[src/rtl/button_debouncer.sv]
// Four-channel push-button conditioner: synchronise, debounce, and emit
// active-low levels plus one-cycle press strobes (bit 3 = left .. bit 0 = down).
module button_debouncer #(
  parameter int unsigned SYNC_STAGES     = 2,
  parameter int unsigned DEBOUNCE_CYCLES = 1_000_000,
  parameter int unsigned CNT_WIDTH       = $clog2(DEBOUNCE_CYCLES + 1)
) (
  input  logic       clk,
  input  logic       reset_n,
  input  logic       key_left_n,
  input  logic       key_right_n,
  input  logic       key_up_n,
  input  logic       key_down_n,
  output logic       left,
  output logic       right,
  output logic       up,
  output logic       down,
  output logic [3:0] press,
  output logic       any_pressed
);

  localparam logic [CNT_WIDTH-1:0] CNT_LAST = CNT_WIDTH'(DEBOUNCE_CYCLES - 1);

  logic [3:0]             keys;
  logic [SYNC_STAGES-1:0] sync_q [4];
  logic [CNT_WIDTH-1:0]   cnt_q  [4];
  logic [CNT_WIDTH-1:0]   cnt_d  [4];
  logic [3:0]             stable_q, stable_d;
  logic [3:0]             press_q, press_d;
  logic                   any_q, any_d;

  assign keys = {key_left_n, key_right_n, key_up_n, key_down_n};

  always_comb begin
    stable_d = stable_q;
    press_d  = '0;
    for (int unsigned i = 0; i < 4; i++) begin
      cnt_d[i] = '0;
      // Any sample matching the accepted level leaves the counter cleared.
      if (sync_q[i][SYNC_STAGES-1] != stable_q[i]) begin
        if (cnt_q[i] == CNT_LAST) begin
          stable_d[i] = sync_q[i][SYNC_STAGES-1];
          press_d[i]  = stable_q[i];
        end else begin
          cnt_d[i] = cnt_q[i] + CNT_WIDTH'(1);
        end
      end
    end
    any_d = ~&stable_d;
  end

  always_ff @(posedge clk or negedge reset_n) begin
    if (!reset_n) begin
      for (int unsigned i = 0; i < 4; i++) begin
        sync_q[i] <= '1;
        cnt_q[i]  <= '0;
      end
      stable_q <= '1;
      press_q  <= '0;
      any_q    <= 1'b0;
    end else begin
      for (int unsigned i = 0; i < 4; i++) begin
        sync_q[i] <= {sync_q[i][SYNC_STAGES-2:0], keys[i]};
        cnt_q[i]  <= cnt_d[i];
      end
      stable_q <= stable_d;
      press_q  <= press_d;
      any_q    <= any_d;
    end
  end

  assign left        = stable_q[3];
  assign right       = stable_q[2];
  assign up          = stable_q[1];
  assign down        = stable_q[0];
  assign press       = press_q;
  assign any_pressed = any_q;

endmodule
[config.mk]
export PLATFORM = sky130hd
export DESIGN_NAME = button_debouncer
export DESIGN_NICKNAME = d
export VERILOG_FILES = /design/src/rtl/button_debouncer.sv
export SDC_FILE = /design/constraint.sdc
export NUM_CORES = 1
export LEC_CHECK = 0
export ABC_AREA = 1
export ABC_CLOCK_PERIOD_IN_PS = 4480
export CAP_MARGIN = 5
export CORE_ASPECT_RATIO = 0.5
export CORE_UTILIZATION = 35
export DETAILED_ROUTE_END_ITERATION = 7
export PLACE_DENSITY_LB_ADDON = 0.3
export SETUP_SLACK_MARGIN = 0.2
export SYNTH_ARGS = -nofsm -noshare
export SYNTH_HDL_FRONTEND = slang
export SYNTH_SLANG_ARGS = --single-unit
[constraint.sdc]
create_clock -name clk -period 4.48 [get_ports clk]
set_clock_uncertainty 0.05 [all_clocks]
set_input_delay 0.896 -clock clk [delete_from_list [all_inputs] [get_ports clk]]
set_output_delay 0.896 -clock clk [all_outputs]
set_load 0.05 [all_outputs]
==> results of run 1 <==
stage by stage:
stage / setup slack, ns / area, um^2 / std cells / util [%]
after floorplan: 2.85 / 5010 / 643 / -
after global placement: 2.21 / 5380 / 848 / 39.0
after detailed placement: 2.20 / 5380 / 848 / 39.0
after CTS: 1.82 / 5680 / 864 / 41.2
after global routing: 1.79 / 5680 / 864 / 41.2
final: 1.84 / 5680 / 864 / 41.2
Yosys cell counts, drive strengths merged:
master,number,area [um^2]
a211oi,1,7.51
a21oi,21,105
a31oi,2,12.5
and3,2,12.5
buf,2,18.8
dfrtp,85,2130
dfstp,12,315
ha,4,50.1
inv,91,342
nand2,120,455
nand3,52,270
nand3b,3,22.5
nand4,11,68.8
nor2,152,586
nor3,33,198
nor3b,4,35.0
nor4,1,6.26
o21ai,8,40.0
or2,1,6.26
xnor2,13,114
xor2,25,219
kinds of logic after synthesis:
logic type / after synthesis
AO/OA/AOI/OAI: 32
XOR/XNOR: 38
adder cells (fa/ha/maj): 4
buffers and inverters: 93
flip-flops: 97
AND/OR/NAND/NOR: 379
per-layer routing:
metal	part of all wire [%]	track usage, %	vias up
li1	-	-	2067
met1	51	20.2	1812
met2	45	24.3	35
met3	3.4	3.42	13
met4	1.2	4.55	0
met5	0	0	-
cell type report:
type                    instances  area (um^2)
fillers                      1384         8100
flip-flops and latches         97         2440
multi-input cells             453         2210
inverters                      91          342
well taps                     192          240
clock buffers                  10          229
repair buffers                 15          145
clock inverters                 6         68.8
sequential cells by signal, indices dropped and copies added (netlist names):
register,cells
any_pressed,1
cnt_q,80
press,4
stable_q,4
sync_q,8
path summary, 6_finish.rpt:
check | start | end | slack (ns) | cells after the start
worst max-delay path | stable_q[3]$_DFF_PN1_ | left | 1.84 | 1
worst min-delay path | sync_q[0]$_DFF_PN1_ | sync_q[1]$_DFF_PN1_ | 0.31 | 0
worst max register to register | cnt_q[40]$_DFF_PN0_ | cnt_q[50]$_DFF_PN0_ | 2.53 | 8
worst min register to register | sync_q[0]$_DFF_PN1_ | sync_q[1]$_DFF_PN1_ | 0.31 | 0
max in group asynchronous | reset_n | stable_q[3]$_DFF_PN1_ | 2.84 | 2
min in group asynchronous | reset_n | cnt_q[44]$_DFF_PN0_ | 0.64 | 1
where the power goes:
group | switching, mW | total (mW) | internal [mW]
logic | 0.0418 | 0.0585 | 0.0167
clock network | 0.333 | 0.769 | 0.436
registers | 0.00893 | 0.900 | 0.891
total | 0.384 | 1.73 | 1.34
==> reports/results.ini, run 1 <==
[worst_setup_path]
cp-start-kind=register
crit_path_max_incr_delay_ns=0.80
crit_path_max_fanout=3
cp_num_buf_inv=1
crit_chain=clkdlybuf4s50_1
end_kind=output pin
critical_path_class=reg -> out
crit_path_top_delay_cell=clkdlybuf4s50_1
cp.arrival_ns=1.70
cp_top_family=buffers and inverters
cp.required_ns=3.53

[clocking]
cts_tree=built
cts.sinks=97
clk_pin_slew_worst_paths_ns=0.06
clockBufferDepth=2
clockRootBuffer=clkbuf_16
cts_resized=0
cts_hold_buf=0
cts_buffers=9
htreeDepth=3
clk_latency_ns=0.34
cts_setup_buffers=0

[run]
max-cap-violations=0

[power]
p_leak_nw=2.46
finalPower_mw=1.73
peakVddDrop_v=0.000196
p_per_area_nw_per_um2=304

[yosys]
synth-simple-area-share_pct=33.1
synth_compound_area_share_pct=3.30
synthMuxAreaShare_pct=0
synth_top_family_by_area=simple AND/OR/NAND/NOR gates
syn_avg_cell_area_um2=7.79
synth_xor_area_share_pct=6.64
netlist_area_um2=5010
synth_fp_nets=653
ys_ff_latch=97
synth_warnings=0
yosysUniqueCellTypes=29
yosysSeqAreaShare_pct=48.7
postSynthCellCount=643
synthAdderAreaFrac_pct=0.999

[detailed_routing]
drc=0
drt-vias-per-instance=4.55
via_count=3927
drtIter0Drc=231
wirelength_mm=9.94
postRouteAntennaNets=0
wl_per_cell_um=11.5
drt_first_pass_iters=6

[sta]
fmax_ghz=0.378
finalHoldViolations=0
rsz0062_at_grt=false
setup_viol=0
worstMarginPinSlew_ns=0.936
slew_headroom_pct=37.6
final_max_slew_viol_count=0
finalCriticalPeriod_ns=2.64
period_share_pct=59.0
tns_ns=0
fin_hold_ws_ns=0.307

[global_routing]
grt.total_usage_pct=15.0
grt_pass1_vias=3782
grt_max_degree=76
grt_overflow=0
antenna_found_initial=0
grt_pass1_wl_mm=17.6

[die]
dieHeight_um=86.6
die_area_um2=14800
rows=30
num_io_pins=15
die_x_um=171
start_util_pct=36.4
core_area_um2=13800

[place]
port-buffer-count=14
place.gp.congestion=0.849
hpwl_mm=7.29

[layout]
n_antenna_cell=0
final_common_cell=nor2_1
nNetsFinal=677
final_layout_size_suffix_gt1_share_pct=6.99
synthToLayoutAreaGrowth_pct=13.3
layout_common_cells=nor2_1, nand2_1, inv_1, dfrtp_1, nand3_1

[status]
status=completed

[worst_hold_path]
min-delay-path-class=reg -> reg

No activity file was read; power rests on OpenSTA's default activity.
==> run 2: changes to the inputs <==
Settings changed: ABC_CLOCK_PERIOD_IN_PS 4480 to 2340.
Clock period 4.48 ns to 2.34 ns, I/O delays scaled along.
==> run 2 against run 1 <==
  * Clock power increased by 98%
  * Critical path depth unchanged
  * First-iteration DRC count decreased by 16%
  * Utilization up 0.53 points
  * Worst hold slack better by 0.0011 ns
  * Die area stayed put
  * Global-route usage increased by 0.75 points
  * Largest power group unchanged
  * Sequential power is 91% higher
  * Worst setup slack lost 1.5 ns
==> reports/results.ini, run 2 (synthesis results as in run 1) <==
[place]
hpwl_mm=7.64
dp_slack_ns=0.480
place.gp.congestion=0.861
placed_area_um2=5440
port-buffer-count=14

[sta]
slew_headroom_pct=52.1
finalCriticalPeriod_ns=1.98
tns_ns=0
period_share_pct=84.7
fmax_ghz=0.505
fin_hold_ws_ns=0.308
worstMarginPinSlew_ns=0.714
final_max_slew_viol_count=0
rsz0062_at_grt=false
finalHoldViolations=0
setup_viol=0
worst_slack_ns=0.359

[layout]
largest_reg_flops=80
fin_area_um2=5750
layout_common_cells=nor2_1, nand2_1, inv_1, dfrtp_1, nand3_1
largest_register=cnt_q
nNetsFinal=684
final_layout_size_suffix_gt1_share_pct=7.81
final_common_cell=nor2_1
reg_top3=cnt_q x80, sync_q x8
n_antenna_cell=0
synthToLayoutAreaGrowth_pct=14.7
nFillCells=1395

[detailed_routing]
drt-vias-per-instance=4.63
postRouteAntennaNets=0
wl_per_cell_um=11.8
drt_first_pass_iters=5
via_count=4036
drc=0
wirelength_mm=10.3
drtIter0Drc=195

[worst_setup_path]
cp.required_ns=1.82
crit_path_max_incr_delay_ns=0.79
crit_chain=clkdlybuf4s50_1
crit_path_max_fanout=1
cp_top_family=buffers and inverters
crit_path_top_delay_cell=clkdlybuf4s50_1
cp_num_buf_inv=1
critical_path_class=reg -> out
end_kind=output pin
cp-start-kind=register
cp.arrival_ns=1.46

[die]
die_x_um=171
core_area_um2=13800
dieHeight_um=86.6
rows=30
num_io_pins=15
die_area_um2=14800
start_util_pct=36.4

[power]
p_switching_mw=0.737
p_leak_nw=2.52
peakVddDrop_v=0.000326
power.internal_mw=2.63
pwr-share-comb_pct=3.7
power_frac_seq_pct=51.1
p_per_area_nw_per_um2=586
p_sw_share_pct=21.8
clkPwrFrac_pct=45.2
finalPower_mw=3.37

[status]
status=completed

[global_routing]
met1_usage_pct=20.9
antenna_found_initial=0
grt_pass1_vias=4056
met3_usage_pct=4.47
grtUsageMet2_pct=25.5
grt.total_usage_pct=15.8
grt_pass1_wl_mm=18.5
top_usage_layer=met2
grt_overflow=0
grt_max_degree=40

[clocking]
cts_setup_buffers=0
cts_tree=built
clk_pin_slew_worst_paths_ns=0.06
clockBufferDepth=2
cts_buffers=9
cts.sinks=97
htreeDepth=3
clk_latency_ns=0.35
clockRootBuffer=clkbuf_16

[run]
max-cap-violations=0

[worst_hold_path]
min-delay-path-class=reg -> reg

[run 2: cell types whose count changed in the layout (fill, tap and decap cells not counted), sizes merged]
cell           before  now
buf                 2    8
clkbuf             10   12
clkdlybuf4s50      13    9
clkinv              3    2
dlygate4sd2         0    4
dlygate4sd3         0    1
inv                92   91
[run 2: layout make-up]
cell class | count | area [um^2] | area share (%)
Timing Repair Buffer | 22 | 208 | 3.61
Clock buffer | 12 | 256 | 4.46
Multi-Input combinational cell | 453 | 2210 | 38.4
Clock inverter | 4 | 51.3 | 0.892
Tap cell | 192 | 240 | 4.18
Inverter | 91 | 342 | 5.94
Sequential cell | 97 | 2440 | 42.5
[run 2: path summary, 6_finish.rpt]
kind                                     start                   to  slack (ns)  cells past startpoint
max                         press[2]$_DFF_PN0_             press[2]        0.36                      1
min                        sync_q[6]$_DFF_PN1_  sync_q[7]$_DFF_PN1_        0.31                      0
max reg2reg                cnt_q[40]$_DFF_PN0_  cnt_q[55]$_DFF_PN0_        0.63                      7
min reg2reg                sync_q[6]$_DFF_PN1_  sync_q[7]$_DFF_PN1_        0.31                      0
max in group asynchronous              reset_n  sync_q[1]$_DFF_PN1_        1.09                      3
min in group asynchronous              reset_n  cnt_q[42]$_DFF_PN0_        0.53                      2
[run 2: power by group through the flow]
stage / sequential, mW / combinational (mW) / clock [mW]
after global routing: 1.73 / 0.147 / 1.62
after CTS: 1.72 / 0.130 / 1.56
final: 1.72 / 0.124 / 1.52
after detailed placement: 1.75 / 0.128 / 0
after global placement: 1.75 / 0.125 / 0
after floorplan: 1.75 / 0.0597 / 0
[run 2: timing repair]
item	in CTS	in global routing
endpoints found under the hold margin	22	0
hold buffers	1	0
endpoints found under the setup margin	4	0
resized for setup	4	0
[run 2: routing by layer]
metal / routed length, um / share of wire [%]
met1: 5270 / 51
met2: 4650 / 45
met3: 308 / 3.0
met4: 85 / 0.82
met5: 0 / 0
[run 2: stage by stage]
stage	std cells	utilization (%)
floorplan	643	-
global placement	854	39.5
global route	871	41.7
detailed placement	854	39.5
CTS	871	41.7
finish	871	41.7
[run 2: worst reg2reg max path, cell delays in order, from the launching register on]
cell and delay, ns:
dfrtp_1 0.37, ha_1 0.21, inv_1 0.08, nor3_4 0.30, nand3_1 0.14, nand2_1 0.18
buf_4 0.20, nor3_1 0.06
